File: src/rtl/rr_priority_arbiter.sv
// rr_priority_arbiter
//   N-way arbiter. It produces a registered one-hot grant and a binary index.
//   The priority mode is chosen at run time:
//     rr_en = 0 : fixed priority, the highest set index wins.
//     rr_en = 1 : round-robin, searching from ptr downward and wrapping.
//   A holder keeps the grant while its request stays high. If MAX_HOLD > 0,
//   the grant is forced away after MAX_HOLD consecutive cycles, but only when
//   another requester is waiting.
// Ports
//   clk       : clock, rising edge
//   reset     : synchronous active-high reset
//   req       : request vector, bit i is requester i
//   rr_en     : 1 = round-robin, 0 = fixed priority (sampled at arbitration edges)
//   gnt       : registered one-hot grant, or zero
//   gnt_valid : registered |gnt
//   gnt_idx   : registered index of the granted bit, 0 when idle
module rr_priority_arbiter #(
  parameter int N        = 8,
  parameter int MAX_HOLD = 4,
  parameter int IW       = $clog2(N)
) (
  input  logic          clk,
  input  logic          reset,
  input  logic [N-1:0]  req,
  input  logic          rr_en,
  output logic [N-1:0]  gnt,
  output logic          gnt_valid,
  output logic [IW-1:0] gnt_idx
);

  localparam int            HW   = (MAX_HOLD < 1) ? 1 : $clog2(MAX_HOLD + 1);
  localparam logic [HW-1:0] HMAX = HW'(MAX_HOLD);
  localparam logic [HW-1:0] HONE = HW'(1);
  localparam logic [IW-1:0] LAST = IW'(N - 1);
  localparam logic [N-1:0]  ONE  = {{(N-1){1'b0}}, 1'b1};

  typedef enum logic {IDLE, GRANT} state_t;

  state_t        state_q, state_d;
  logic [N-1:0]  gnt_q, gnt_d;
  logic          vld_q, vld_d;
  logic [IW-1:0] idx_q, idx_d;
  logic [IW-1:0] ptr_q, ptr_d;
  logic [HW-1:0] hcnt_q, hcnt_d;

  logic          holding;
  logic          hold_ok;
  logic          arb_load;
  logic [N-1:0]  cand;
  logic          win_found;
  logic [IW-1:0] win_idx;
  logic [N-1:0]  win_oh;
  int            arb_p;

  // The holder still requests. If it arbitrates in this state, the cause is
  // a timeout, so the holder is masked and others get a chance first.
  assign holding = (state_q == GRANT) && req[idx_q];
  assign hold_ok = (MAX_HOLD == 0) || (hcnt_q < HMAX);
  assign cand    = holding ? (req & ~gnt_q) : req;

  always_comb begin
    win_found = 1'b0;
    win_idx   = '0;
    arb_p     = 0;
    if (rr_en) begin
      // Search order: ptr, ptr-1, ..., 0, N-1, ..., ptr+1.
      for (int s = 0; s < N; s++) begin
        arb_p = (int'(ptr_q) + N - s) % N;
        if (!win_found && cand[arb_p]) begin
          win_found = 1'b1;
          win_idx   = IW'(arb_p);
        end
      end
    end else begin
      // The last set bit found while scanning upward is the highest index.
      for (int i = 0; i < N; i++) begin
        if (cand[i]) begin
          win_found = 1'b1;
          win_idx   = IW'(i);
        end
      end
    end
    win_oh = win_found ? (ONE << win_idx) : '0;
  end

  always_comb begin
    state_d  = state_q;
    gnt_d    = gnt_q;
    vld_d    = vld_q;
    idx_d    = idx_q;
    ptr_d    = ptr_q;
    hcnt_d   = hcnt_q;
    arb_load = 1'b0;
    case (state_q)
      IDLE: if (|req) arb_load = 1'b1;
      GRANT: begin
        if (holding && hold_ok) begin
          hcnt_d = (MAX_HOLD == 0) ? HONE : hcnt_q + HONE;
        end else if (win_found) begin
          arb_load = 1'b1;
        end else if (holding) begin
          // On timeout with no one else waiting, the holder is re-granted
          // without a gap. This is not a new grant, so ptr stays put.
          hcnt_d = HONE;
        end else begin
          state_d = IDLE;
          gnt_d   = '0;
          vld_d   = 1'b0;
          idx_d   = '0;
        end
      end
      default: state_d = IDLE;
    endcase
    if (arb_load) begin
      state_d = GRANT;
      gnt_d   = win_oh;
      vld_d   = 1'b1;
      idx_d   = win_idx;
      hcnt_d  = HONE;
      // The new winner becomes the lowest priority for the next search.
      if (rr_en) ptr_d = (win_idx == '0) ? LAST : win_idx - 1'b1;
    end
  end

  always_ff @(posedge clk) begin
    if (reset) begin
      state_q <= IDLE;
      gnt_q   <= '0;
      vld_q   <= 1'b0;
      idx_q   <= '0;
      ptr_q   <= LAST;
      hcnt_q  <= '0;
    end else begin
      state_q <= state_d;
      gnt_q   <= gnt_d;
      vld_q   <= vld_d;
      idx_q   <= idx_d;
      ptr_q   <= ptr_d;
      hcnt_q  <= hcnt_d;
    end
  end

  assign gnt       = gnt_q;
  assign gnt_valid = vld_q;
  assign gnt_idx   = idx_q;

endmodule

File: config.mk
export PLATFORM = sky130hd
export DESIGN_NAME = rr_priority_arbiter
export DESIGN_NICKNAME = d
export VERILOG_FILES = /design/src/rtl/rr_priority_arbiter.sv
export SDC_FILE = /design/constraint.sdc
export NUM_CORES = 1
export LEC_CHECK = 0
export BUFFER_PORTS_ARGS = -buffer_cell sky130_fd_sc_hd__buf_2
export CAP_MARGIN = 10
export CORE_ASPECT_RATIO = 0.8
export CORE_MARGIN = 1
export CORE_UTILIZATION = 30
export CTS_BUF_LIST = sky130_fd_sc_hd__clkbuf_8 sky130_fd_sc_hd__clkbuf_16
export CTS_CLUSTER_DIAMETER = 150
export DETAILED_ROUTE_END_ITERATION = 6
export GPL_TIMING_DRIVEN = 0
export MAX_ROUTING_LAYER = met4
export SYNTH_ARGS = -nofsm -noshare
export SYNTH_HDL_FRONTEND = slang
export SYNTH_SLANG_ARGS = --single-unit
File: constraint.sdc
create_clock -name clk -period 5.1 [get_ports clk]
set_clock_uncertainty 0.05 [all_clocks]
set_input_delay 0.255 -clock clk [delete_from_list [all_inputs] [get_ports clk]]
set_output_delay 0.255 -clock clk [all_outputs]
set_load 0.01 [all_outputs]
Word level (Yosys, flattened, before mapping):

Cells that the tools add are included.
Widths: inputs -> output; s select.

* equality and inequality tests: 5
* bitwise operators: 11
* shifts and indexed selects: 1
* $lt $le $gt $ge: 10
* mux-type cells: 98
* reduce and logical (&&, ||, !) cells: 34
* $add $sub $neg: 10

Operators by type and width (count)
* $sub 32x4->32 const B: 3
* $mux 3: 24
* $sub 32x3->32 const B: 2
* $mux 1: 57
* $mux 8: 7
* $lt 4x5->1 const B: 8
* $sub 32x2->32 const B: 1
* $bmux 1 s3: 9
* $reduce_or 3->1: 8
* $logic_and 1x1->1: 9
* $and 8x8->8: 1
* $not 8->8: 1
* $reduce_or 8->1: 1
* $shl 1x3->8 const A: 1
* $and 1x1->1: 7
* $logic_not 1->1: 7
* $reduce_and 3->1: 2
* $sub 5x3->6 const B: 1
* $add 3x4->5 const B: 1
* $lt 3x4->1 const B: 1
* $ne 2x1->1 const B: 2
* $ne 2x2->1 const B: 2
* $reduce_and 4->1: 1
* $reduce_bool 2->1: 2
* other kinds (11): 11

* word-level logic and storage cells: 176
* bits of input ports: 11
* register bits: 19
* output and inout bits: 12

Logic depth before layout (Yosys ltp):

* depth after elaboration: 42
* gate-level depth with buffers: 17
* depth with buffers taken out: 14

Worst setup path before layout:

No wires, ideal clock.

* path kind: reg-to-reg
* from: register idx_q[0], in the netlist gnt_idx[0]
* to: register ptr_q[2]
* buffers on the path: 1
* setup time: 0.069 ns
* clock period less this slack: 3.940 ns
* slack: 1.160 ns
* stages on the path, launching flop included: 16
* data required time: 4.981 ns
* data arrival time: 3.821 ns
* cells stage by stage: dfxtp_1 mux2_2 o22a_2 a31oi_1 clkbuf_1 mux2i_1 mux4_1 nand2b_4 nor4_4 a221o_2 a21oi_1 or2_1 ha_1 nor2_1 a31o_2 o21ai_1

* longest elaborated chain between the ends: 41

RTL lines
* from (decl): line 42 `logic [IW-1:0] idx_q, idx_d;`
* from (signal assigned): line 137 `idx_q <= idx_d;`
* $bmux 1 s3 *: line 57 `assign holding = (state_q == GRANT) && req[idx_q];`
* $mux 1 (implied by the code) *: line 57
* $logic_and 1x1->1 *: line 57
* $mux 8: line 59 `assign cand = holding ? (req & ~gnt_q) : req;`
* $bmux 1 s3: line 69 `if (!win_found && cand[arb_p]) begin`
* $mux 1 (implied by the code) (2 in series): line 69
* $mux 1: line 69
* $mux 1: line 65 `if (rr_en) begin`
* [24 not listed]
* $logic_not 1->1: line 69
* $logic_and 1x1->1: line 69
* $mux 1: line 69
* $mux 1: line 65
* $mux 1: line 99 `end else if (win_found) begin`
* $mux 1: line 97 `if (holding && hold_ok) begin`
* $pmux 1 s2: line 94 `case (state_q)`
* $reduce_and 2->1 (no source line)
* to (signal assigned): line 138 `ptr_q <= ptr_d;`
* to (decl): line 43 `logic [IW-1:0] ptr_q, ptr_d;`

Every way passes the cells marked *; elsewhere a longest branch is shown, timed or not. The select of a mux whose other input is x is not followed.
A chain may end at the register's enable or synchronous reset.

Worst setup path in the final report:

Same ends and word-level chain as after synthesis.

==> out/qor.yml <==
status:
  outcome: "complete, no violations"
drt:
  via_count: 2337
  drc_errors: 0
  routed_wl_mm: 7.22
  vias_per_cell: 5.92
  drtIter0Drc: 184
  dr.pass1.iters: 4
  wl_per_cell_um: 18.3
  postRouteAntennaNets: 0
pwr:
  netSwitchingFraction_pct: 49.8
  p_switching_uw: 592
  finalPower_mw: 1.19
  p_int_uw: 597
  power_leakage_nw: 1.04
  p_comb_share_pct: 73.5
  seqPwrFrac_pct: 17.8
  irDropWorstVdd_mv: 0.119
  pwr-share-clk_pct: 8.8
  powerDensity_nw_per_um2: 441
grt:
  grt_pass1_wl_mm: 11.7
  grt_usage_pct: 18.7
  grt_max_degree: 12
  grt_pass1_vias: 2186
  overflow: 0
  antenna_found_initial: 0
sta:
  rsz0062_at_grt: "no"
  worst-slew-pin-transition_ns: 0.872
  fin_ws_ns: 0.309
  min_period_over_period_pct: 93.9
  period_needed_ns: 4.79
  slew_headroom_pct: 41.3
  fin_setup_tns_ns: 0
  setup_violations: 0
  drv_slew: 0
  hold_viol: 0
  max_freq_mhz: 209
cells_and_area:
  n_antenna_cell: 0
  num-fill-cells: 812
  synthToLayoutAreaGrowth_pct: 12.0
  fin_area_um2: 2690
  fin_nets: 310
  multi_input_area_um2: 1840
  utilization_pct: 35.6
  regArea_um2: 380
  drive_gt1_share_pct: 26.6
die:
  die_width_um: 102
  dieHeight_um: 82.1
  io_pins: 23
  core_um2: 7570
  rows: 28
  initial_core_util_pct: 31.8
  dieArea_um2: 8380
setup_path:
  r2r_end: "ptr_q[2]"
  reg2regPathDepth: 15
  r2r_slack_ns: 0.31
  critPathLaunch: "gnt_idx[0]"
  criticalPathCategory: "register to register"
  critPathSlowestCell: "mux4_1"
  crit_arrival_ns: 4.89
  cp_max_fo: 10
  cp-endpoint: "ptr_q[2]"
  required_ns: 5.20
  r2r-start: "gnt_idx[0]"
  cpPeakStageDelay_ns: 0.63
  end_kind: "register"
  critPathBufInv: 2
  crit_family: "compound AO/OA/AOI/OAI gates"
  start_kind: "register"
  cp_cell_sequence: "mux2_2, o22a_2, a31oi_1, clkbuf_1, mux2i_1, mux4_1, nand2b_4, a21boi_0, o21a_1, o31ai_1, inv_1, ha_1, nor2_1, a31o_2, o21ai_1"
  worst-path-stages: 15
synth:
  syn_area_um2: 2400
  synthFlopType: "dfxtp_1"
  ys_seq_elements: 19
  synthCells: 265
  synth-edff-count: 0
  ys_types: 69
  yosysWarnings: 0
  async_flop_share_pct: 0
  seq_area_frac_synth_pct: 15.8
  avgSynthCellArea_um2: 9.07
  syn-num-nets: 284
cts:
  cts_sinks: 19
  cts_buffers: 3
  clk_pin_slew_ns: 0.07
  cts_tree: "built"
  clk_latency_ns: 0.26
  cts_root_buffer: "clkbuf_8"
  cts.htree.levels: 1
  cts_hold_buf: 0
  cts_buffer_depth: 2
place:
  dp_slack_ns: 0.344
  port_buffers: 21
  place_congestion: 0.918
  hpwlAfterDp_mm: 5.55
  place_area_um2: 2640
hold_path:
  hold_path_startpoint: "reset"
  hp-class: "input pin to register"
flow_run:
  maxCapViolCount: 0
-- synth_stat cells (2+ instances only) --
cell | number | area share [%]
nand2_1 | 26 | 4.1
dfxtp_1 | 19 | 16
nor2_1 | 17 | 2.7
a21oi_1 | 14 | 2.9
inv_1 | 13 | 2.0
mux2i_1 | 12 | 5.0
o21ai_0 | 12 | 2.5
ha_1 | 8 | 4.2
mux4_1 | 6 | 6.6
buf_6 | 5 | 2.3
clkbuf_1 | 5 | 0.78
mux2_2 | 5 | 2.3
mux4_2 | 5 | 4.7
nand3_1 | 5 | 1.0
o211ai_1 | 5 | 1.6
o2bb2ai_1 | 5 | 1.8
o31ai_1 | 5 | 1.6
a31oi_1 | 4 | 1.0
a32o_1 | 4 | 1.7
nand2b_1 | 4 | 1.0
nor4_1 | 4 | 1.0
o21a_1 | 4 | 1.2
o22a_2 | 4 | 1.7
o22ai_1 | 4 | 1.0
a211o_1 | 3 | 1.1
a211oi_1 | 3 | 0.94
a22o_1 | 3 | 1.1
a31o_2 | 3 | 1.1
clkbuf_8 | 3 | 1.7
nor3_1 | 3 | 0.62
o221ai_1 | 3 | 1.1
or2b_2 | 3 | 1.1
a21boi_0 | 2 | 0.62
a311o_1 | 2 | 0.83
mux2_4 | 2 | 1.2
nor3b_1 | 2 | 0.62
o31a_1 | 2 | 0.73
o31a_2 | 2 | 0.83
or3_1 | 2 | 0.52
xnor2_1 | 2 | 0.73
xor2_1 | 2 | 0.73
-- worst register-to-register path, stage by stage (launching register included) --
cell      delay (ns)
dfxtp_1         0.52
mux2_2          0.42
o22a_2          0.31
a31oi_1         0.27
clkbuf_1        0.39
mux2i_1         0.28
mux4_1          0.63
nand2b_4        0.13
a21boi_0        0.11
o21a_1          0.18
o31ai_1         0.61
inv_1           0.19
ha_1            0.27
nor2_1          0.11
a31o_2          0.15
o21ai_1         0.07
-- placed cells by master (no fill, tap or decap), types with 5 or more instances in the layout --
cell type / netlist / final
nand3_1: 5 / 5
o2bb2ai_1: 5 / 5
mux2i_1: 12 / 12
mux2_2: 5 / 5
clkbuf_1: 5 / 5
a21oi_1: 14 / 14
o211ai_1: 5 / 5
o21ai_0: 12 / 12
inv_1: 13 / 13
nand2_1: 26 / 26
dfxtp_1: 19 / 19
ha_1: 8 / 8
nor2_1: 17 / 17
mux4_2: 5 / 5
clkbuf_8: 3 / 6
mux4_1: 6 / 6
buf_2: 0 / 21
o31ai_1: 5 / 5
buf_6: 5 / 5
-- layer usage --
metal / track usage, % / vias to the layer above / wire (µm)
li1: - / 1109 / -
met3: 3.40 / 6 / 561
met5: - / - / 0
met2: 25.5 / 89 / 2950
met4: 3.71 / 0 / 38
met1: 28.0 / 1133 / 3670
-- power by group through the flow --
stage / Sequential [mW] / Clock [mW] / Combinational (mW)
6_report: 0.211 / 0.104 / 0.873
5_1_grt: 0.214 / 0.112 / 0.951
4_1_cts: 0.209 / 0.106 / 0.862
3_5_place_dp: 0.212 / 0 / 0.855
3_3_place_gp: 0.212 / 0 / 0.849
2_1_floorplan: 0.209 / 0 / 0.668
-- through the flow --
| step | cells | hold WS, ns |
|---|---|---|
| 2_1_floorplan | 265 | 0.371 |
| 6_report | 395 | 0.217 |
| 4_1_cts | 395 | 0.212 |
| 3_3_place_gp | 391 | 0.416 |
| 5_1_grt | 395 | 0.222 |
| 3_5_place_dp | 391 | 0.425 |
-- sequential cells by signal (all words and copies together), names as in the netlist --
signal / count
gnt_valid: 1
hcnt_q: 3
gnt: 8
gnt_idx: 3
state_q: 1
ptr_q: 3
-- timing repair --
action                                  4_1_cts  5_1_grt
endpoints found under the setup margin        0        1
resized for setup                             0        1
buffers inserted                              0        0
-- kinds of logic after synthesis --
| kind of cell | after synthesis | share of synthesized area, % |
|---|---|---|
| XOR/XNOR | 4 | 1.46 |
| adder cells (fa/ha/maj) | 8 | 4.16 |
| AO/OA/AOI/OAI | 101 | 34.1 |
| flip-flops | 19 | 15.8 |
| multiplexers | 30 | 19.8 |
| buffers and inverters | 28 | 7.81 |
| AND/OR/NAND/NOR | 75 | 16.8 |
-- worst min-delay path by stage --
stage	to	slack, ns	cells after the start
detailed placement	gnt_valid	0.43	2
global placement	gnt_valid	0.42	2
CTS	gnt_valid	0.21	2
floorplan	state_q	0.37	2
finish	gnt_valid	0.22	2
global route	gnt_valid	0.22	2
-- cell type report --
type | count | share of cell area (%)
multi-input cells | 218 | 68.4
flip-flops and latches | 19 | 14.1
plain buffers | 15 | 5.16
well taps | 105 | 4.88
repair buffers | 21 | 3.90
inverters | 13 | 1.81
clock buffers | 3 | 1.53
clock inverters | 1 | 0.186
(Power assumes the default switching activity.)
